**src/rtl/vga_pkg.sv**
```systemverilog
// rtl/vga_pkg.sv - shared VGA timing constants and helper functions
// Contents: mode timing for 640x480@60 and 800x600@60, clog2(), colour_expand().
// Imported by vga_scan_engine, vga_delay_line and vga_address_translator.
package vga_pkg;

   // 640x480@60, 25.175 MHz, both syncs active-low
   localparam int VGA640_H_ACTIVE = 640;
   localparam int VGA640_H_FP     = 16;
   localparam int VGA640_H_SYNC   = 96;
   localparam int VGA640_H_BP     = 48;
   localparam int VGA640_V_ACTIVE = 480;
   localparam int VGA640_V_FP     = 10;
   localparam int VGA640_V_SYNC   = 2;
   localparam int VGA640_V_BP     = 33;

   // 800x600@60, 40 MHz, both syncs active-high
   localparam int VGA800_H_ACTIVE = 800;
   localparam int VGA800_H_FP     = 40;
   localparam int VGA800_H_SYNC   = 128;
   localparam int VGA800_H_BP     = 88;
   localparam int VGA800_V_ACTIVE = 600;
   localparam int VGA800_V_FP     = 1;
   localparam int VGA800_V_SYNC   = 4;
   localparam int VGA800_V_BP     = 23;

   function automatic int clog2(input int value);
      int result;
      int rem;
      result = 0;
      rem    = value - 1;
      while (rem > 0) begin
         result++;
         rem = rem >> 1;
      end
      return result;
   endfunction

   // Replicates the low bpc bits of chan MSB-first across dac_w bits; the last
   // copy is truncated so full-scale input always maps to full-scale output.
   function automatic logic [31:0] colour_expand(input logic [9:0] chan, input int bpc,
                                                 input int dac_w);
      logic [31:0] result;
      result = '0;
      for (int i = 0; i < 32; i++) begin
         if (i < dac_w) begin
            result[dac_w - 1 - i] = chan[bpc - 1 - (i % bpc)];
         end
      end
      return result;
   endfunction

endpackage

```
**src/rtl/vga_scan_engine_if.sv**
```systemverilog
// rtl/vga_scan_engine_if.sv - video memory read bus between scan engine and framebuffer
// master (scan engine): drives memory_address, mem_rd_en; receives pixel_colour.
// slave  (video RAM)  : returns pixel_colour a fixed latency after memory_address.
interface vga_scan_engine_if #(
   parameter int ADDR_W = 18,
   parameter int BPC    = 1
);
   logic [ADDR_W-1:0]  memory_address;
   logic               mem_rd_en;
   logic [3*BPC-1:0]   pixel_colour;

   modport master (output memory_address, output mem_rd_en, input pixel_colour);
   modport slave  (input memory_address, input mem_rd_en, output pixel_colour);
endinterface

```
**src/rtl/vga_delay_line.sv**
```systemverilog
// rtl/vga_delay_line.sv - fixed-depth register pipe with asynchronous reset value
// vga_clock : clock
// resetn    : asynchronous active-low reset, every stage loads RESET_VAL
// sample    : value entering the pipe
// delayed   : sample as it was DEPTH cycles earlier
module vga_delay_line #(
   parameter int               WIDTH     = 1,
   parameter int               DEPTH     = 1,
   parameter logic [WIDTH-1:0] RESET_VAL = '0
) (
   input  logic             vga_clock,
   input  logic             resetn,
   input  logic [WIDTH-1:0] sample,
   output logic [WIDTH-1:0] delayed
);
   logic [WIDTH-1:0] stage [DEPTH];

   always_ff @(posedge vga_clock or negedge resetn) begin
      if (!resetn) begin
         for (int i = 0; i < DEPTH; i++) stage[i] <= RESET_VAL;
      end else begin
         stage[0] <= sample;
         for (int i = 1; i < DEPTH; i++) stage[i] <= stage[i-1];
      end
   end

   assign delayed = stage[DEPTH-1];
endmodule

```
**src/rtl/vga_scan_engine.sv**
```systemverilog
// rtl/vga_scan_engine.sv - VGA timing, scaled framebuffer read and double-buffered scan-out
// vga_clock, resetn    : pixel clock, asynchronous active-low reset
// fb_select            : requested buffer, taken only in the frame_start cycle
// mem                  : framebuffer read bus (memory_address, mem_rd_en, pixel_colour)
// VGA_R/G/B            : registered DAC colour
// VGA_HS/VS/BLANK      : syncs and active-video flag, aligned with colour
// VGA_SYNC, VGA_CLK    : constant 1, pixel clock forwarded
// frame_start          : counters at (0,0), undelayed
// in_vblank            : line >= V_ACTIVE, undelayed
// active_buf           : buffer being scanned
module vga_scan_engine
   import vga_pkg::*;
#(
   parameter int H_ACTIVE    = VGA640_H_ACTIVE,
   parameter int H_FP        = VGA640_H_FP,
   parameter int H_SYNC      = VGA640_H_SYNC,
   parameter int H_BP        = VGA640_H_BP,
   parameter int V_ACTIVE    = VGA640_V_ACTIVE,
   parameter int V_FP        = VGA640_V_FP,
   parameter int V_SYNC      = VGA640_V_SYNC,
   parameter int V_BP        = VGA640_V_BP,
   parameter bit HS_POL      = 1'b0,
   parameter bit VS_POL      = 1'b0,
   parameter int SCALE_LOG2  = 1,
   parameter int BPC         = 1,
   parameter int DAC_W       = 10,
   parameter int MEM_LATENCY = 1,
   parameter int DOUBLE_BUF  = 1,
   parameter int ADDR_W      = 18
) (
   input  logic               vga_clock,
   input  logic               resetn,
   input  logic               fb_select,
   vga_scan_engine_if.master  mem,
   output logic [DAC_W-1:0]   VGA_R,
   output logic [DAC_W-1:0]   VGA_G,
   output logic [DAC_W-1:0]   VGA_B,
   output logic               VGA_HS,
   output logic               VGA_VS,
   output logic               VGA_BLANK,
   output logic               VGA_SYNC,
   output logic               VGA_CLK,
   output logic               frame_start,
   output logic               in_vblank,
   output logic               active_buf
);
   localparam int H_TOTAL  = H_ACTIVE + H_FP + H_SYNC + H_BP;
   localparam int V_TOTAL  = V_ACTIVE + V_FP + V_SYNC + V_BP;
   localparam int HW       = (clog2(H_TOTAL) < 1) ? 1 : clog2(H_TOTAL);
   localparam int VW       = (clog2(V_TOTAL) < 1) ? 1 : clog2(V_TOTAL);
   localparam int DOTS     = H_ACTIVE >> SCALE_LOG2;
   localparam int FB_WORDS = DOTS * (V_ACTIVE >> SCALE_LOG2);
   localparam int SMASK    = (1 << SCALE_LOG2) - 1;

   if ((H_ACTIVE % (1 << SCALE_LOG2)) != 0 || (V_ACTIVE % (1 << SCALE_LOG2)) != 0) begin : g_bad_scale
      $error("vga_scan_engine: active area not divisible by 2**SCALE_LOG2");
   end
   if ((1 + DOUBLE_BUF) * FB_WORDS > (1 << ADDR_W)) begin : g_bad_addr_w
      $error("vga_scan_engine: ADDR_W too small for the framebuffer");
   end

   logic [HW-1:0]     hcnt;
   logic [VW-1:0]     vcnt;
   logic [ADDR_W-1:0] row_base;
   logic              h_wrap, v_wrap, active_video, hs_level, vs_level;
   logic              buf_next;
   logic [ADDR_W-1:0] buf_base, xdot;
   logic [2:0]        sync_early;
   logic              hs_early, vs_early, blank_early;
   logic [DAC_W-1:0]  r_exp, g_exp, b_exp;

   assign h_wrap       = (hcnt == HW'(H_TOTAL - 1));
   assign v_wrap       = (vcnt == VW'(V_TOTAL - 1));
   assign active_video = (hcnt < HW'(H_ACTIVE)) && (vcnt < VW'(V_ACTIVE));
   assign hs_level     = ((hcnt >= HW'(H_ACTIVE + H_FP)) &&
                          (hcnt <= HW'(H_ACTIVE + H_FP + H_SYNC - 1))) ? HS_POL : ~HS_POL;
   assign vs_level     = ((vcnt >= VW'(V_ACTIVE + V_FP)) &&
                          (vcnt <= VW'(V_ACTIVE + V_FP + V_SYNC - 1))) ? VS_POL : ~VS_POL;

   // Gated with resetn so the pulse stays low while the counters are held at (0,0).
   assign frame_start = resetn && (hcnt == '0) && (vcnt == '0);
   assign in_vblank   = (vcnt >= VW'(V_ACTIVE));

   // The (0,0) address is issued in the same cycle active_buf is loaded, so the
   // address path looks at the value active_buf is about to take.
   assign buf_next = (DOUBLE_BUF != 0) ? (frame_start ? fb_select : active_buf) : 1'b0;
   assign buf_base = buf_next ? ADDR_W'(FB_WORDS) : '0;
   assign xdot     = ADDR_W'(hcnt >> SCALE_LOG2);

   assign VGA_SYNC = 1'b1;
   assign VGA_CLK  = vga_clock;

   always_ff @(posedge vga_clock or negedge resetn) begin
      if (!resetn) begin
         hcnt               <= '0;
         vcnt               <= '0;
         row_base           <= '0;
         active_buf         <= 1'b0;
         mem.memory_address <= '0;
         mem.mem_rd_en      <= 1'b0;
      end else begin
         hcnt <= h_wrap ? '0 : hcnt + 1'b1;
         if (h_wrap) begin
            vcnt <= v_wrap ? '0 : vcnt + 1'b1;
         end
         // One framebuffer row serves 2**S screen lines; step on the last of them.
         if (h_wrap && v_wrap) begin
            row_base <= '0;
         end else if (h_wrap && ((vcnt & VW'(SMASK)) == VW'(SMASK)) && (vcnt < VW'(V_ACTIVE))) begin
            row_base <= row_base + ADDR_W'(DOTS);
         end
         active_buf         <= buf_next;
         mem.memory_address <= active_video ? (buf_base + row_base + xdot) : '0;
         mem.mem_rd_en      <= active_video;
      end
   end

   // Syncs/blank travel MEM_LATENCY+1 stages here and one more in the output
   // register below, matching address register + memory + colour register.
   vga_delay_line #(
      .WIDTH     (3),
      .DEPTH     (MEM_LATENCY + 1),
      .RESET_VAL ({~HS_POL, ~VS_POL, 1'b0})
   ) u_sync_pipe (
      .vga_clock (vga_clock),
      .resetn    (resetn),
      .sample    ({hs_level, vs_level, active_video}),
      .delayed   (sync_early)
   );
   assign {hs_early, vs_early, blank_early} = sync_early;

   always_comb begin
      r_exp = DAC_W'(colour_expand(10'(mem.pixel_colour[3*BPC-1 -: BPC]), BPC, DAC_W));
      g_exp = DAC_W'(colour_expand(10'(mem.pixel_colour[2*BPC-1 -: BPC]), BPC, DAC_W));
      b_exp = DAC_W'(colour_expand(10'(mem.pixel_colour[BPC-1 -: BPC]), BPC, DAC_W));
   end

   always_ff @(posedge vga_clock or negedge resetn) begin
      if (!resetn) begin
         VGA_R     <= '0;
         VGA_G     <= '0;
         VGA_B     <= '0;
         VGA_HS    <= ~HS_POL;
         VGA_VS    <= ~VS_POL;
         VGA_BLANK <= 1'b0;
      end else begin
         VGA_R     <= blank_early ? r_exp : '0;
         VGA_G     <= blank_early ? g_exp : '0;
         VGA_B     <= blank_early ? b_exp : '0;
         VGA_HS    <= hs_early;
         VGA_VS    <= vs_early;
         VGA_BLANK <= blank_early;
      end
   end
endmodule
```
**src/flat_wrapper.sv**
```systemverilog
// flat-port wrapper written by rule: the top's interface ports become plain ports
module vga_scan_engine_flat import vga_pkg::*;
#(
   parameter int H_ACTIVE    = VGA640_H_ACTIVE,
   parameter int H_FP        = VGA640_H_FP,
   parameter int H_SYNC      = VGA640_H_SYNC,
   parameter int H_BP        = VGA640_H_BP,
   parameter int V_ACTIVE    = VGA640_V_ACTIVE,
   parameter int V_FP        = VGA640_V_FP,
   parameter int V_SYNC      = VGA640_V_SYNC,
   parameter int V_BP        = VGA640_V_BP,
   parameter bit HS_POL      = 1'b0,
   parameter bit VS_POL      = 1'b0,
   parameter int SCALE_LOG2  = 1,
   parameter int BPC         = 1,
   parameter int DAC_W       = 10,
   parameter int MEM_LATENCY = 1,
   parameter int DOUBLE_BUF  = 1,
   parameter int ADDR_W      = 18
)
  (vga_clock, resetn, fb_select, VGA_R, VGA_G, VGA_B, VGA_HS, VGA_VS, VGA_BLANK, VGA_SYNC, VGA_CLK, frame_start, in_vblank, active_buf, mem_memory_address, mem_mem_rd_en, mem_pixel_colour);
  vga_scan_engine_if #(.ADDR_W(ADDR_W), .BPC(BPC)) mem_i ();
  input  logic vga_clock;
  input  logic resetn;
  input  logic fb_select;
  output logic [DAC_W-1:0] VGA_R;
  output logic [DAC_W-1:0] VGA_G;
  output logic [DAC_W-1:0] VGA_B;
  output logic VGA_HS;
  output logic VGA_VS;
  output logic VGA_BLANK;
  output logic VGA_SYNC;
  output logic VGA_CLK;
  output logic frame_start;
  output logic in_vblank;
  output logic active_buf;
  output wire logic [$bits(mem_i.memory_address)-1:0] mem_memory_address;
  output wire logic [$bits(mem_i.mem_rd_en)-1:0] mem_mem_rd_en;
  input wire logic [$bits(mem_i.pixel_colour)-1:0] mem_pixel_colour;
  assign mem_memory_address = mem_i.memory_address;
  assign mem_mem_rd_en = mem_i.mem_rd_en;
  assign mem_i.pixel_colour = mem_pixel_colour;
  vga_scan_engine #(.H_ACTIVE(H_ACTIVE), .H_FP(H_FP), .H_SYNC(H_SYNC), .H_BP(H_BP), .V_ACTIVE(V_ACTIVE), .V_FP(V_FP), .V_SYNC(V_SYNC), .V_BP(V_BP), .HS_POL(HS_POL), .VS_POL(VS_POL), .SCALE_LOG2(SCALE_LOG2), .BPC(BPC), .DAC_W(DAC_W), .MEM_LATENCY(MEM_LATENCY), .DOUBLE_BUF(DOUBLE_BUF), .ADDR_W(ADDR_W)) u_core (.vga_clock(vga_clock), .resetn(resetn), .fb_select(fb_select), .mem(mem_i), .VGA_R(VGA_R), .VGA_G(VGA_G), .VGA_B(VGA_B), .VGA_HS(VGA_HS), .VGA_VS(VGA_VS), .VGA_BLANK(VGA_BLANK), .VGA_SYNC(VGA_SYNC), .VGA_CLK(VGA_CLK), .frame_start(frame_start), .in_vblank(in_vblank), .active_buf(active_buf));
endmodule
```
**config.mk**
```make
export PLATFORM = sky130hd
export DESIGN_NAME = vga_scan_engine_flat
export DESIGN_NICKNAME = d
export VERILOG_FILES = /design/src/rtl/vga_pkg.sv /design/src/rtl/vga_scan_engine_if.sv /design/src/rtl/vga_delay_line.sv /design/src/rtl/vga_scan_engine.sv /design/src/flat_wrapper.sv
export SDC_FILE = /design/constraint.sdc
export NUM_CORES = 1
export LEC_CHECK = 0
export CAP_MARGIN = 10
export CORE_MARGIN = 2
export CORE_UTILIZATION = 52
export DETAILED_ROUTE_END_ITERATION = 8
export PLACE_DENSITY = 0.8
export SYNTH_ARGS = -nofsm -noshare
export SYNTH_HDL_FRONTEND = slang
export SYNTH_SLANG_ARGS = --single-unit
```
**constraint.sdc**
```tcl
create_clock -name vga_clock -period 3.6 [get_ports vga_clock]
set_input_delay 0.72 -clock vga_clock [delete_from_list [all_inputs] [get_ports vga_clock]]
set_output_delay 0.72 -clock vga_clock [all_outputs]
set_load 0.02 [all_outputs]
```
# After elaboration in Yosys (flattened, before gate mapping)

Cells that the tools add are included.

Register bits after elaboration: 97
Output and inout port bits: 57
Bits in writable memories: 0
Bits in latches: 0
Bits in read-only memories: 0
Word-level logic and storage cells: 51
Memories kept: 0

Shifts and indexed selects: 0
Bitwise logic cells: 0
Div/mod/pow operators: 0
Multiplexer cells: 12
$mul: 0
Magnitude comparators: 7
Equality and inequality tests: 2
Reduce and logical (&&, ||, !) cells: 11
Add/subtract/negate cells: 5

Operator list:

| kind                                                               | number |
|---|---|
| two-way mux 18 bit                                                 | 3 |
| two-way mux 10 bit                                                 | 5 |
| adder 10 x 1 -> 10 bit, second input constant                      | 2 |
| equality test 10 bit, second input constant                        | 2 |
| greater-or-equal comparator 10 x 9 -> 1 bit, second input constant | 2 |
| zero test 10 bit                                                   | 2 |
| adder 18 bit                                                       | 1 |
| adder 18 x 9 -> 18 bit                                             | 1 |
| adder 18 x 9 -> 18 bit, second input constant                      | 1 |
| two-way mux 17 bit                                                 | 1 |
| greater-or-equal comparator 10 bit, second input constant          | 1 |
| <= comparator 10 bit, second input constant                        | 1 |
| <= comparator 10 x 9 -> 1 bit, second input constant               | 1 |
| < comparator 10 bit, second input constant                         | 1 |
| < comparator 10 x 9 -> 1 bit, second input constant                | 1 |
| logical AND 1 bit                                                  | 8 |
| two-way mux 1 bit                                                  | 3 |
| nonzero test 2 bit                                                 | 1 |

# Depth between registers and ports, before layout

Gate-level depths: netlist of the first run.

Depth in word-level cells: 8
Mapped depth: 11
Mapped depth without buffers: 11

# Cells and area by module

From an unflattened synthesis of the first run, not the netlist that was laid out.

Cell total of the unflattened synthesis: 300
Area, all modules: 3,204.3 um2

By module, submodules not included:

| module          | area each (um2) | cells an instance | seq. area each (um2) | times used |
|---|---|---|---|---|
| vga_scan_engine | 3,026.7         | 291               | 1,453.9              | 1 |
| vga_delay_line  | 177.7           | 9                 | 155.1                | 1 |

==> flow_summary.json, run 1 <==
{
  "status": "complete, no violations",
  "postLayoutSetupSlackWorst_ps": 335.4,
  "crit_type": "clock port to primary output",
  "synth_top_cell_by_area": "dfrtp_1",
  "avgViaCountPerCell": 5.673,
  "synth_area_sq_um": 3294,
  "setup_tns_ps": 0,
  "crit_arrival_ps": 2540,
  "hold_path.startpoint": "u_core.u_sync_pipe.stage[5]$_DFF_PN1_",
  "place_inst": 412,
  "leakagePower_nw": 1.733,
  "vias": 2445,
  "core_sq_um": 6026,
  "clk_pin_slew_ps": 70,
  "design_area_sq_um": 4005,
  "synth_enable_flop_cells": 0,
  "cts_resized": 0,
  "synthesis.nets": 332,
  "min_path_type": "flip-flop to flip-flop",
  "r2r_start": "u_core.vcnt[5]$_DFFE_PN0N_",
  "fillers": 455,
  "grt_max_degree": 64,
  "power_density_nw_per_um2": 409.0,
  "ir_drop_v": 0.0002874,
  "port-buffer-count": 61,
  "cts_tree": "built",
  "io_pins": 63,
  "worstPathRequired_ps": 2880,
  "grt_antenna_before_repair": 0,
  "die_w_um": 83.60,
  "wirelength_um": 6501,
  "nets": 370,
  "firstDrtPassIters": 4,
  "yosysMostFrequentCell": "dfrtp_1",
  "ys.warnings.count": 0,
  "grt-ovfl-total": 0,
  "gp_congestion": 0.8326,
  "post-place-ws_ps": 381.7,
  "post_synth.cell_area_avg_sq_um": 10.53,
  "skew_ps": 3.630,
  "final_cells": 431,
  "final_layout_size_suffix_gt1_share_pct": 10.39,
  "ys_async_sr_fraction_pct": 100.0,
  "setup_viol": 0,
  "first_global_vias": 2439,
  "start_util_pct": 54.67,
  "timing_hold_violations_final": 0,
  "synthFlopType": "dfrtp_1",
  "worstSkewPairLatency_ps": 440,
  "cts_setup_buffers": 0,
  "area_growth_pct": 21.57,
  "synthTopCellsByArea": "dfrtp_1 43%, buf_4 6.6%, ha_1 4.9%",
  "setup.worst_path.start": "vga_clock",
  "netlist.area_leader.share_pct": 43.30,
  "antenna_left": 0,
  "dpl_cell_area_sq_um": 3732,
  "row_count": 28,
  "ys_seq_area_share_pct": 48.08,
  "diodes": 0,
  "grt_usage_pct": 20.36,
  "synth-seq-cells": 63,
  "rsz0062_at_grt": "false",
  "yosysUniqueCellTypes": 51,
  "die_y_um": 83.60,
  "start_kind": "clock port",
  "slew_viol_final": 0,
  "critPathMaxFanout": 2,
  "maxSlewHeadroom_pct": 49.28,
  "place_hpwl_um": 4381,
  "synth_common_cells": "57 x dfrtp_1, 29 x buf_4, 17 x nand2_1",
  "critPathCaptureType": "primary output",
  "drc": 0,
  "wl_per_cell_um": 15.08,
  "cts_hold_buf": 0,
  "grt_pass1_wl_um": 11340,
  "syn-instance-count": 313,
  "drt-initial-drc-count": 179,
  "tightestPinTransition_ps": 760.8,
  "worst_hold_slack_ps": 360.1,
  "die_area_sq_um": 6988,
  "drv_cap": 0
}
-- metrics by stage --
stage / power (mW) / util (%)
after floorplan: 0.8219 / -
after global placement: 0.8634 / 61.94
after detailed placement: 0.8656 / 61.94
after CTS: 1.652 / 66.47
after global routing: 1.690 / 66.47
final: 1.638 / 66.47
-- sequential cells by signal, summed over array words and instances (netlist names) --
register / flops
u_core.row_base: 12
u_core.u_sync_pipe.delayed: 3
u_core.u_sync_pipe.stage: 3
u_core.hcnt: 10
u_core.VGA_BLANK: 1
u_core.VGA_G: 1
u_core.vcnt: 10
u_core.VGA_B: 1
u_core.mem.memory_address: 18
u_core.VGA_HS: 1
u_core.VGA_R: 1
u_core.VGA_VS: 1
u_core.active_buf: 1
-- final timing paths --
path                                                                 to  depth (start not counted)  slack, ps
worst max register to register  u_core.mem.memory_address[17]$_DFF_PN0_                          9        560
min in group asynchronous                    u_core.vcnt[7]$_DFFE_PN0N_                          2        450
worst min register to register  u_core.u_sync_pipe.delayed[2]$_DFF_PN1_                          0        360
worst max-delay path                                            VGA_CLK                          3        340
worst min-delay path            u_core.u_sync_pipe.delayed[2]$_DFF_PN1_                          0        360
max in group asynchronous       u_core.mem.memory_address[11]$_DFF_PN0_                          2       2650
-- critical path, cell delays in order --
cell and delay [ps]:
clkbuf_8 110, clkbuf_8 110, clkdlybuf4s50_1 520
-- cells by family after synthesis --
group,synth area share (%)
other,0.1138
flip-flops,48.08
AO/OA/AOI/OAI,10.86
multiplexers,2.773
XOR/XNOR,4.520
buffers and inverters,9.647
AND/OR/NAND/NOR,19.07
adder cells (fa/ha/maj),4.937
-- cells in the final DEF, fill, tap and decap left out, types with 2 or more instances in the layout --
cell type | synthesis | routed
a211oi_1 | 2 | 2
a21oi_1 | 12 | 12
and2_1 | 5 | 5
and3_1 | 15 | 15
and4_1 | 4 | 4
buf_4 | 29 | 2
bufinv_16 | 0 | 2
clkbuf_8 | 0 | 14
clkdlybuf4s50_1 | 0 | 60
clkinvlp_4 | 0 | 2
dfrtp_1 | 57 | 57
dfstp_2 | 6 | 6
ha_1 | 13 | 13
inv_1 | 11 | 11
mux2i_1 | 8 | 8
nand2_1 | 17 | 17
nand2b_1 | 3 | 3
nand3_1 | 10 | 10
nand4_1 | 6 | 6
nand4b_1 | 2 | 2
nor2_1 | 16 | 16
nor2b_1 | 2 | 2
nor3_1 | 6 | 6
nor4_1 | 6 | 6
o21ai_0 | 16 | 16
o21bai_1 | 3 | 3
o22a_1 | 2 | 2
o31a_1 | 3 | 3
o31ai_1 | 5 | 5
or3_1 | 2 | 2
or4_1 | 6 | 6
xnor2_1 | 9 | 9
xor2_1 | 8 | 8
-- power by group --
part           switching (mW)  internal [mW]
Clock                   0.309          0.516
Sequential            0.00513          0.713
Combinational          0.0534         0.0424
Total                   0.367           1.27
-- metal layers --
metal | part of all wire, % | routed length [um] | GRT usage [%]
met5 | 0 | 0 | 0
met2 | 47 | 3063 | 30.98
met1 | 44 | 2867 | 25.27
met3 | 5.9 | 384 | 5.242
met4 | 2.9 | 186 | 14.08
-- final cells by class --
class / count / area, sq um / share of cell area, %
Clock buffer: 15 / 202.7 / 5.061
Multi-Input combinational cell: 200 / 1393 / 34.77
Sequential cell: 63 / 1584 / 39.55
Clock inverter: 5 / 80.08 / 1.999
Inverter: 11 / 41.29 / 1.031
Timing Repair Buffer: 62 / 610.6 / 15.25
Tap cell: 75 / 93.84 / 2.343
No activity file was read; power rests on OpenSTA's default activity.
==> run 2, diff against run 1 <==
--- a/config.mk
+++ b/config.mk
@@ -9,6 +9,7 @@
 export CORE_MARGIN = 2
 export CORE_UTILIZATION = 52
 export DETAILED_ROUTE_END_ITERATION = 8
+export HOLD_SLACK_MARGIN = 0.1
 export PLACE_DENSITY = 0.8
 export SYNTH_ARGS = -nofsm -noshare
 export SYNTH_HDL_FRONTEND = slang
==> results of run 2 <==
The final DEF is identical to that of run 1; final timing and power are the same.
